==> config.mk <==
export PLATFORM = sky130hd
export DESIGN_NAME = stream_rr_mux
export DESIGN_NICKNAME = d
export VERILOG_FILES = /design/src/rtl/stream_rr_mux_pkg.sv /design/src/rtl/stream_rr_mux_rr_arbiter.sv /design/src/rtl/stream_rr_mux.sv
export SDC_FILE = /design/constraint.sdc
export NUM_CORES = 1
export LEC_CHECK = 0
export ABC_AREA = 1
export BUFFER_PORTS_ARGS = -buffer_cell sky130_fd_sc_hd__clkbuf_2
export CAP_MARGIN = 15
export CORE_MARGIN = 3
export CORE_UTILIZATION = 49
export DETAILED_ROUTE_END_ITERATION = 10
export GPL_ROUTABILITY_DRIVEN = 0
export GPL_TIMING_DRIVEN = 0
export PLACE_DENSITY = 0.91
export SLEW_MARGIN = 20
export SYNTH_ARGS = -nofsm -noshare
export SYNTH_HDL_FRONTEND = slang
export SYNTH_SLANG_ARGS = --single-unit
==> constraint.sdc <==
create_clock -name clk -period 3.5 [get_ports clk]
set_input_delay 0 -clock clk [delete_from_list [all_inputs] [get_ports clk]]
set_output_delay 0 -clock clk [all_outputs]
set_load 0.01 [all_outputs]
==> src/rtl/stream_rr_mux_pkg.sv <==
// Shared definitions for stream_rr_mux: lock-state encoding and cyclic index helper.
package stream_rr_mux_pkg;

  localparam logic [0:0] ST_IDLE = 1'b0;
  localparam logic [0:0] ST_LOCK = 1'b1;

  function automatic int unsigned wrap_inc(
    input int unsigned idx,
    input int unsigned n
  );
    if (idx + 1 >= n) return 0;
    return idx + 1;
  endfunction

endpackage

==> src/rtl/stream_rr_mux_rr_arbiter.sv <==
// Combinational round-robin arbiter: first requester scanning cyclically from ptr.
module rr_arbiter #(
  parameter int N     = 4,
  parameter int SEL_W = (N > 1) ? $clog2(N) : 1
) (
  input  logic [N-1:0]     req,
  input  logic [SEL_W-1:0] ptr,
  output logic             grant_valid,
  output logic [SEL_W-1:0] grant
);

  localparam logic [SEL_W:0] NW = (SEL_W+1)'(N);

  logic [SEL_W:0] idx;

  always_comb begin
    grant_valid = 1'b0;
    grant       = '0;
    idx         = '0;
    for (int k = 0; k < N; k++) begin
      idx = {1'b0, ptr} + (SEL_W+1)'(k);
      if (idx >= NW) idx = idx - NW;
      if (!grant_valid && req[idx[SEL_W-1:0]]) begin
        grant_valid = 1'b1;
        grant       = idx[SEL_W-1:0];
      end
    end
  end

endmodule

==> src/rtl/stream_rr_mux.sv <==
// N-way round-robin valid/ready stream mux with registered output stage.
// Define STREAM_RR_MUX_LAST_LOCK_EN to hold the grant for a whole packet.
module stream_rr_mux
  import stream_rr_mux_pkg::*;
#(
  parameter int WIDTH = 32,
  parameter int N     = 4,
  parameter int SEL_W = (N > 1) ? $clog2(N) : 1
) (
  input  logic               clk,
  input  logic               resetn,
  input  logic [N-1:0]       in_valid,
  output logic [N-1:0]       in_ready,
  input  logic [N*WIDTH-1:0] in_data,
  input  logic [N-1:0]       in_last,
  output logic               out_valid,
  input  logic               out_ready,
  output logic [WIDTH-1:0]   out_data,
  output logic               out_last,
  output logic [SEL_W-1:0]   out_sel
);

  logic [SEL_W-1:0] ptr;
  logic [SEL_W-1:0] grant;
  logic [SEL_W-1:0] ptr_nxt;
  logic             gvalid;
  logic [N-1:0]     req;
  logic             load;
  logic             xfer;
  logic             xlast;

  assign load = !out_valid || out_ready;

`ifdef STREAM_RR_MUX_LAST_LOCK_EN
  logic [0:0]       state;
  logic [SEL_W-1:0] lock_idx;

  assign req = (state == ST_LOCK)
             ? (in_valid & (N'(1) << lock_idx))
             : in_valid;
`else
  assign req = in_valid;
`endif

  rr_arbiter #(
    .N     (N),
    .SEL_W (SEL_W)
  ) u_arb (
    .req         (req),
    .ptr         (ptr),
    .grant_valid (gvalid),
    .grant       (grant)
  );

  // A grant is only ever given to a valid channel, so load+grant is a transfer.
  assign xfer  = resetn && load && gvalid;
  assign xlast = in_last[grant];

  assign in_ready = xfer ? (N'(1) << grant) : '0;

  assign ptr_nxt = SEL_W'(wrap_inc(32'(grant), N));

  always_ff @(posedge clk or negedge resetn) begin
    if (!resetn) begin
      out_valid <= 1'b0;
      out_data  <= '0;
      out_last  <= 1'b0;
      out_sel   <= '0;
    end else if (xfer) begin
      out_valid <= 1'b1;
      out_data  <= in_data[grant*WIDTH +: WIDTH];
      out_last  <= xlast;
      out_sel   <= grant;
    end else if (load) begin
      out_valid <= 1'b0;
    end
  end

`ifdef STREAM_RR_MUX_LAST_LOCK_EN
  always_ff @(posedge clk or negedge resetn) begin
    if (!resetn) begin
      ptr      <= '0;
      state    <= ST_IDLE;
      lock_idx <= '0;
    end else if (xfer) begin
      if (xlast) begin
        ptr   <= ptr_nxt;
        state <= ST_IDLE;
      end else if (state == ST_IDLE) begin
        state    <= ST_LOCK;
        lock_idx <= grant;
      end
    end
  end
`else
  always_ff @(posedge clk or negedge resetn) begin
    if (!resetn) begin
      ptr <= '0;
    end else if (xfer) begin
      ptr <= ptr_nxt;
    end
  end
`endif

endmodule

# Word level (Yosys, flattened, before mapping)

Index checks and enable logic that the tools add are counted.

Register bits: 38
Input port bits: 139
Output and inout port bits: 40

Add/subtract/negate cells: 8
$lt $le $gt $ge: 10
Shift-type cells: 2
Muxes and demuxes: 27
Reductions and logical operators: 11

Operators by type and width:

| operator                                                                            | count |
|---|---|
| 128-bit by 8-bit variable part select with 32-bit output                            | 1 |
| 2-bit 2-to-1 mux                                                                    | 9 |
| 2-bit by 3-bit < comparator with 1-bit output, second input constant                | 5 |
| 3-bit greater-or-equal comparator, second input constant                            | 4 |
| 1-bit 2-to-1 mux                                                                    | 12 |
| 1-bit binary-select mux with 2-bit select                                           | 5 |
| 2-bit by 1-bit subtractor with 2-bit output, second input constant                  | 4 |
| 2-bit by 1-bit adder with 3-bit output, second input constant                       | 2 |
| 2-bit by 2-bit adder with 3-bit output, second input constant                       | 2 |
| 1-bit logical AND                                                                   | 5 |
| 1-bit zero test                                                                     | 4 |
| 4-bit 2-to-1 mux                                                                    | 1 |
| 1-bit by 2-bit << shifter with 4-bit output, first input constant                   | 1 |
| 2-bit by 3-bit greater-or-equal comparator with 1-bit output, second input constant | 1 |
| 2-bit nonzero test                                                                  | 1 |
| 1-bit logical OR                                                                    | 1 |

# Longest topological paths before layout

Gate-level depths: netlist of the first run.

Depth in word-level cells: 18
Gate-level depth with buffers: 15
Gate-level depth less buffers: 14

# Modules after synthesis

From an unflattened synthesis of the first run, not the netlist that was laid out.

Cells, all modules: 617
Area, all modules: 3404.5 um^2

Modules (own cells, without submodules):

| module        | instances | cells each | area each (um^2) | seq. area each (um^2) |
|---|---|---|---|---|
| stream_rr_mux | 1         | 558        | 3085.5           | 950.9 |
| rr_arbiter    | 1         | 59         | 319.1            | 0.0 |

# Worst setup path after synthesis of the first run

Ideal clock, no wire load.

Path type: register to register
Start: register ptr[0]
End: register ptr[1]
Setup time: 83 ps
Arrival time: 1836 ps
Data required time: 3417 ps
Setup slack: 1581 ps
Stages on the path, launching flop included: 12
Buffers on the path: 2
Clock period less this slack: 1919 ps
Cell sequence: dfrtp_1 > buf_4 > nand2_1 > nand2_2 > nand2_1 > nand2_1 > nor2_4 > nand3_4 > o21ai_4 > buf_2 > ha_1 > o21ai_0

Cells in the longest elaborated chain, start to end: 18

RTL lines:

| element                                                                                         | line                 | RTL |
|---|---|---|
| from (decl)                                                                                     | stream_rr_mux.sv:23  | `logic [SEL_W-1:0] ptr;` |
| from (signal assigned)                                                                          | stream_rr_mux.sv:100 | `ptr <= ptr_nxt;` |
| parallel branches: the longest is 18 deep, another holds 2-bit by 1-bit adder with 3-bit output | --                   |  |

Several ways; the timed one is not identified. The select of a mux whose other input is x is not followed.
A chain may end at the register's enable or synchronous reset.

# Worst setup path after layout of the first run

Start: register ptr[0]
End: output port in_ready[2]

Cells in the longest elaborated chain, start to end: 16

RTL lines:

| element                                                                                         | line                | RTL |
|---|---|---|
| parallel branches: the longest is 15 deep, another holds 2-bit by 1-bit adder with 3-bit output | --                  |  |
| 4-bit 2-to-1 mux *                                                                              | stream_rr_mux.sv:59 | `assign in_ready = xfer ? (N'(1) << grant) : '0;` |
| to (decl)                                                                                       | stream_rr_mux.sv:13 | `output logic [N-1:0] in_ready,` |

Mark *: on every way between the ends. The select of a mux whose other input is x is not followed.

==> results of run 1 <==
state kept, by name (all words and copies together) (netlist names):
| signal | count |
|---|---|
| out_data | 32 |
| out_valid | 1 |
| ptr | 2 |
| out_last | 1 |
| out_sel | 2 |
through the flow:
step | instances | worst slack, ns
floorplan | 583 | 1.58
global route | 848 | 0.718
CTS | 848 | 0.894
global placement | 838 | 1.34
detailed placement | 838 | 1.28
finish | 848 | 0.985
critical path, cell delays in order (launching register included):
cell and delay (ns):
dfrtp_1 0.36, buf_4 0.18, nand2_1 0.09, nand3_1 0.12, nand2_1 0.13, nor2_4 0.17
nand3_4 0.11, o21ai_4 0.27, buf_2 0.30, ha_1 0.19, inv_1 0.04, nor2_1 0.11
clkbuf_2 0.15
cells by family (layout without fill, tap and decap cells):
family,count (synthesis),count (layout),synth area share (%)
fa+ha+maj,1,1,0.378
compound gates,7,7,1.55
flops,38,38,28.7
buf+inv,166,354,20.3
simple gates,371,371,49.0
cell type report:
cell class,instances,area [um2]
plain buffers,30,163
inverters,136,510
multi-input cells,379,1690
clock inverters,3,40.0
flip-flops and latches,38,951
repair buffers,180,911
clock buffers,5,68.8
well taps,77,96.3
fillers,605,2030
power breakdown:
part | internal [mW] | switching (mW) | leakage [nW]
clock network | 0.210 | 0.171 | 0.0579
logic | 1.20 | 2.19 | 2.51
registers | 0.668 | 0.140 | 0.467
total | 2.08 | 2.50 | 3.03
cells in the final DEF, fill, tap and decap left out:
cell | Yosys | routed
nand3_1 | 125 | 125
inv_1 | 134 | 134
clkbuf_1 | 6 | 6
nand3_4 | 1 | 1
nand2_4 | 2 | 2
clkbuf_2 | 0 | 177
clkbuf_8 | 0 | 5
buf_6 | 2 | 2
nand3b_1 | 1 | 1
nor2_1 | 10 | 10
clkinv_2 | 0 | 2
buf_4 | 3 | 3
nand2_1 | 218 | 218
a21boi_0 | 2 | 2
inv_2 | 2 | 2
a21oi_1 | 1 | 1
nor2_4 | 1 | 1
nand2_2 | 2 | 2
or2_1 | 2 | 2
buf_2 | 19 | 20
or2_0 | 9 | 9
o21ai_4 | 1 | 1
bufinv_16 | 0 | 1
dlygate4sd3_1 | 0 | 2
ha_1 | 1 | 1
dfrtp_1 | 38 | 38
o21ai_0 | 2 | 2
o21ai_1 | 1 | 1
what timing repair did:
action	CTS	global route
setup buffers	0	0
endpoints found under the hold margin	39	0
gates resized for setup	0	0
hold buffers	2	0
per-layer routing:
layer  part of all wire (%)  up-vias
li1                       -     2100
met1                     41     1844
met2                     51      213
met3                    7.1       14
met4                    1.2        0
met5                      0        -
worst paths after layout:
| path | start | to | cells after the start |
|---|---|---|---|
| worst min-delay path | in_data[112] | out_data[16]$_DFFE_PN0N_ | 4 |
| max in group asynchronous | resetn | out_data[23]$_DFFE_PN0N_ | 2 |
| worst max-delay path | ptr[0]$_DFFE_PN0N_ | in_ready[2] | 12 |
| worst min register to register | out_data[25]$_DFFE_PN0N_ | out_data[25]$_DFFE_PN0N_ | 2 |
| worst max register to register | ptr[0]$_DFFE_PN0N_ | ptr[1]$_DFFE_PN0N_ | 10 |
| min in group asynchronous | resetn | out_data[22]$_DFFE_PN0N_ | 2 |
==> impl_metrics.tcl, run 1 <==
set metrics [dict create \
    grt_pass1_vias 4021 \
    async_flop_share_pct 100 \
    pwr_density_cell_nw_per_um2 1040 \
    grt_pass1_wl_mm 17.3 \
    finalCritPeriodShare_pct 71.9 \
    h-tree-depth 2 \
    mappedNetlistNets 723 \
    synth_edf_count 0 \
    p_leak_nw 3.03 \
    skew_ns 0.00787 \
    initial_core_util_pct 51.2 \
    diodes 0 \
    synth_common_cells "218 x nand2_1, 134 x inv_1, 125 x nand3_1" \
    worst_slew_pin_slew_ns 0.939 \
    drt_pass1_iterations 5 \
    routedWlPerCell_um 12.6 \
    synth_largest_area_cell "dfrtp_1" \
    endpoint_kind "output pin" \
    grt-ovfl-total 0 \
    status "complete, no violations" \
    dominantRegCellSynth "dfrtp_1" \
    gr-usage-met3_pct 4.42 \
    postSynthCellCount 583 \
    syn_to_final_growth_pct 33.7 \
    max_cap_violations 0 \
    num_rows 29 \
    antenna_found_initial 0 \
    pin_count 179 \
    hold_viol_final 0 \
    drive_gt1_share_pct 28.4 \
    setup_viol 0 \
    drc 0 \
    dpl_cell_area_um2 4300 \
    setup-tns-final_ns 0 \
    rsz0062_at_grt "false" \
    fin_util_pct 68.5 \
    final_antenna_net_count 0 \
    clkTransAtPathRegs_ns 0.08 \
    dp_hpwl_mm 8.38 \
    ys.warnings.count 0 \
    ys_ff_latch 38 \
    synth.top_cell.area_share_pct 28.7 \
    fmax_ghz 0.398 \
    syn_area_um2 3310 \
    r2r_slack_ns 1.25 \
    root_buffer "clkbuf_8" \
    cts_made_buffers 5 \
    num_vias 4171 \
    crit_arrival_ns 2.52 \
    postSynthAreaPerCell_um2 5.68 \
    clock_path_buffers 2 \
    irDropWorstVdd_v 0.000510 \
    yosysSeqAreaShare_pct 28.7 \
    timing.hold.ws_ns 0.0300 \
    power.total_mw 4.58 \
    yosysMostFrequentCell "nand2_1" \
    top_usage_layer "met2" \
    io_buffers 178 \
    final_area_um2 4430 \
    grt_usage_pct 27.7 \
    crit_required_ns 3.50 \
    dieArea_um2 7780 \
    start_kind "flip-flop" \
    hp-class "in2reg" \
    crit_fanout 10 \
    use_met2_pct 48.1 \
    cts.sinks 38 \
    layout_min_cycle_time_ns 2.52 \
    die_x_um 88.2 \
    placeableCoreArea_um2 6460 \
    grt_max_degree 40 \
    drt-total-wl_mm 10.7 \
    slew_viol_final 0 \
    insertion_delay_ns 0.30 \
    viasPerCell 4.92 \
    synthTopCellsByArea "dfrtp_1 29%, nand2_1 25%, nand3_1 19%" \
    path_class "reg2out" \
    maxSlewHeadroom_pct 37.4 \
    fin_nets 910 \
    die_h_um 88.2 \
    cts_tree "yes" \
    synth.distinct_cells 23 \
    use_met1_pct 34.7 \
    initialDrtViolationCount 211 \
]
(Power assumes the default switching activity.)
==> run 2, diff against run 1 <==
- CORE_UTILIZATION: 49 -> 46
- PLACE_DENSITY: 0.91 -> 0.86
- clock period: 3.5 -> 2.4 ns (I/O delays scaled with it)
==> run 2 against run 1 <==
Cell area grew 4.8%. Sequential share of layout area shrank 0.95 points. Via count grew 2.9%. Wire length grew 4.3%. Global-route usage shrank 1.6 points. Worst setup slack lost 0.94 ns. Die area grew 6.1%. First-iteration DRC count shrank 21%. Clock-buffer cell count grew 3. Sequential power grew 47%.
==> impl_metrics.tcl, run 2 (synthesis results as in run 1) <==
set metrics [dict create \
    clkTransAtPathRegs_ns 0.08 \
    largest_reg_flops 32 \
    initial_core_util_pct 48.2 \
    drc 0 \
    grt-ovfl-total 0 \
    insertion_delay_ns 0.28 \
    hold_viol_final 0 \
    fillers 627 \
    num_vias 4292 \
    diodes 0 \
    maxSlewHeadroom_pct 67.5 \
    fmax_ghz 0.425 \
    finalCritPeriodShare_pct 98.0 \
    h-tree-depth 2 \
    cts_made_buffers 5 \
    crit_fanout 10 \
    place_inst 857 \
    routedWlPerCell_um 12.7 \
    dpl_cell_area_um2 4320 \
    setup.worst_path.end "in_ready[2]" \
    rsz0062_at_grt "true" \
    grt_max_degree 39 \
    placeableCoreArea_um2 6870 \
    fin_nets 923 \
    crit_arrival_ns 2.35 \
    final_common_cell "nand2_1" \
    r2r_end "out_data[12]$_DFFE_PN0N_" \
    drt_pass1_iterations 4 \
    io_buffers 178 \
    setup-tns-final_ns 0 \
    irDropWorstVdd_v 0.000663 \
    p_leak_nw 3.12 \
    reg2reg_from "ptr[0]$_DFFE_PN0N_" \
    dieArea_um2 8250 \
    cts.sinks 38 \
    top_register "out_data" \
    dp_hpwl_mm 8.56 \
    r2r_slack_ns 0.19 \
    start_kind "flip-flop" \
    path_class "reg2out" \
    finalNonFillerCells 880 \
    endpoint_kind "output pin" \
    setup_viol 0 \
    worst_slew_pin_slew_ns 0.488 \
    drive_gt1_share_pct 31.1 \
    clock_path_buffers 2 \
    cts_tree "yes" \
    rr_worst_depth 14 \
    power.total_mw 7.18 \
    drt-total-wl_mm 11.2 \
    slew_viol_final 0 \
    status "complete, no violations" \
    grt_usage_pct 26.1 \
    grt_pass1_vias 4130 \
    pwr_density_cell_nw_per_um2 1550 \
    initialDrtViolationCount 166 \
    antenna_found_initial 0 \
    max_cap_violations 0 \
    final_antenna_net_count 0 \
    critPathLaunch "ptr[0]$_DFFE_PN0N_" \
    layout_common_cells "216 x nand2_1, 178 x clkbuf_2, 133 x inv_1, 124 x nand3_1, 37 x dfrtp_1" \
    num_rows 30 \
    layout_min_cycle_time_ns 2.35 \
    crit_required_ns 2.40 \
    root_buffer "clkbuf_8" \
    pin_count 179 \
    hp-class "in2reg" \
    skew_ns 0.00617 \
    reg_top3 "out_data: 32 flops, out_sel: 2 flops, ptr: 2 flops" \
    viasPerCell 4.88 \
    syn_to_final_growth_pct 40.1 \
    die_x_um 90.8 \
    grt_pass1_wl_mm 17.8 \
    die_h_um 90.8 \
    final_area_um2 4640 \
]
[run 2: how the worst min path moves through the flow]
| stage | start | to | slack (ns) | cells after the start |
|---|---|---|---|---|
| after floorplan | resetn | out_data[0]$_DFFE_PN0N_ | -0.30 | 0 |
| after detailed placement | resetn | out_data[23]$_DFFE_PN0N_ | 0.20 | 1 |
| final | in_data[99] | out_data[3]$_DFFE_PN0N_ | 0.04 | 4 |
| after CTS | in_data[64] | out_data[0]$_DFFE_PN0N_ | 0.02 | 5 |
| after global routing | in_data[99] | out_data[3]$_DFFE_PN0N_ | 0.04 | 4 |
| after global placement | resetn | out_data[15]$_DFFE_PN0N_ | 0.18 | 1 |
[run 2: critical path, cell delays in order (launching register included)]
cell,delay (ns)
dfrtp_1,0.39
buf_4,0.18
nand2_1,0.09
nand3_1,0.13
nand2_2,0.14
nor2_1,0.07
nor2_2,0.22
nand2_8,0.10
nand2_8,0.12
buf_8,0.14
ha_1,0.15
inv_1,0.04
nor2_1,0.13
clkbuf_2,0.15
[run 2: what timing repair did]
action	4_1_cts	5_1_grt
hold buffers	3	0
pin swaps	1	9
buffers inserted	1	11
gates resized for setup	4	20
endpoints found under the hold margin	39	0
setup endpoints to repair	2	6
[run 2: final cells by class]
class                   instances  area, um2  area share, %
clock buffers                   8        110           2.37
multi-input cells             379       1730           37.3
well taps                      96        120           2.59
plain buffers                  30        191           4.13
flip-flops and latches         38        952           20.5
inverters                     136        510           11.0
repair buffers                193       1020           22.0
[run 2: through the flow]
stage                     hold WS (ns)  utilization (%)  worst slack (ns)
after floorplan                 -0.296                -             0.481
after global placement           0.184             62.9             0.223
after detailed placement         0.200             62.9             0.175
final                           0.0366             67.5            0.0474
after CTS                       0.0214             65.3            0.0157
after global routing            0.0444             67.5           -0.0531
[run 2: layer usage]
metal / GRT usage, % / up-vias / wire, um
met3: 6.25 / 18 / 1130
li1: - / 2126 / -
met2: 47.4 / 222 / 5650
met1: 30.3 / 1926 / 4260
met5: 0 / - / 0
met4: 7.54 / 0 / 142
[run 2: where the power goes]
part	total [mW]	leakage, nW	switching (mW)	internal (mW)
Combinational	5.48	2.59	3.39	2.08
Sequential	1.19	0.466	0.211	0.977
Clock	0.511	0.0575	0.221	0.290
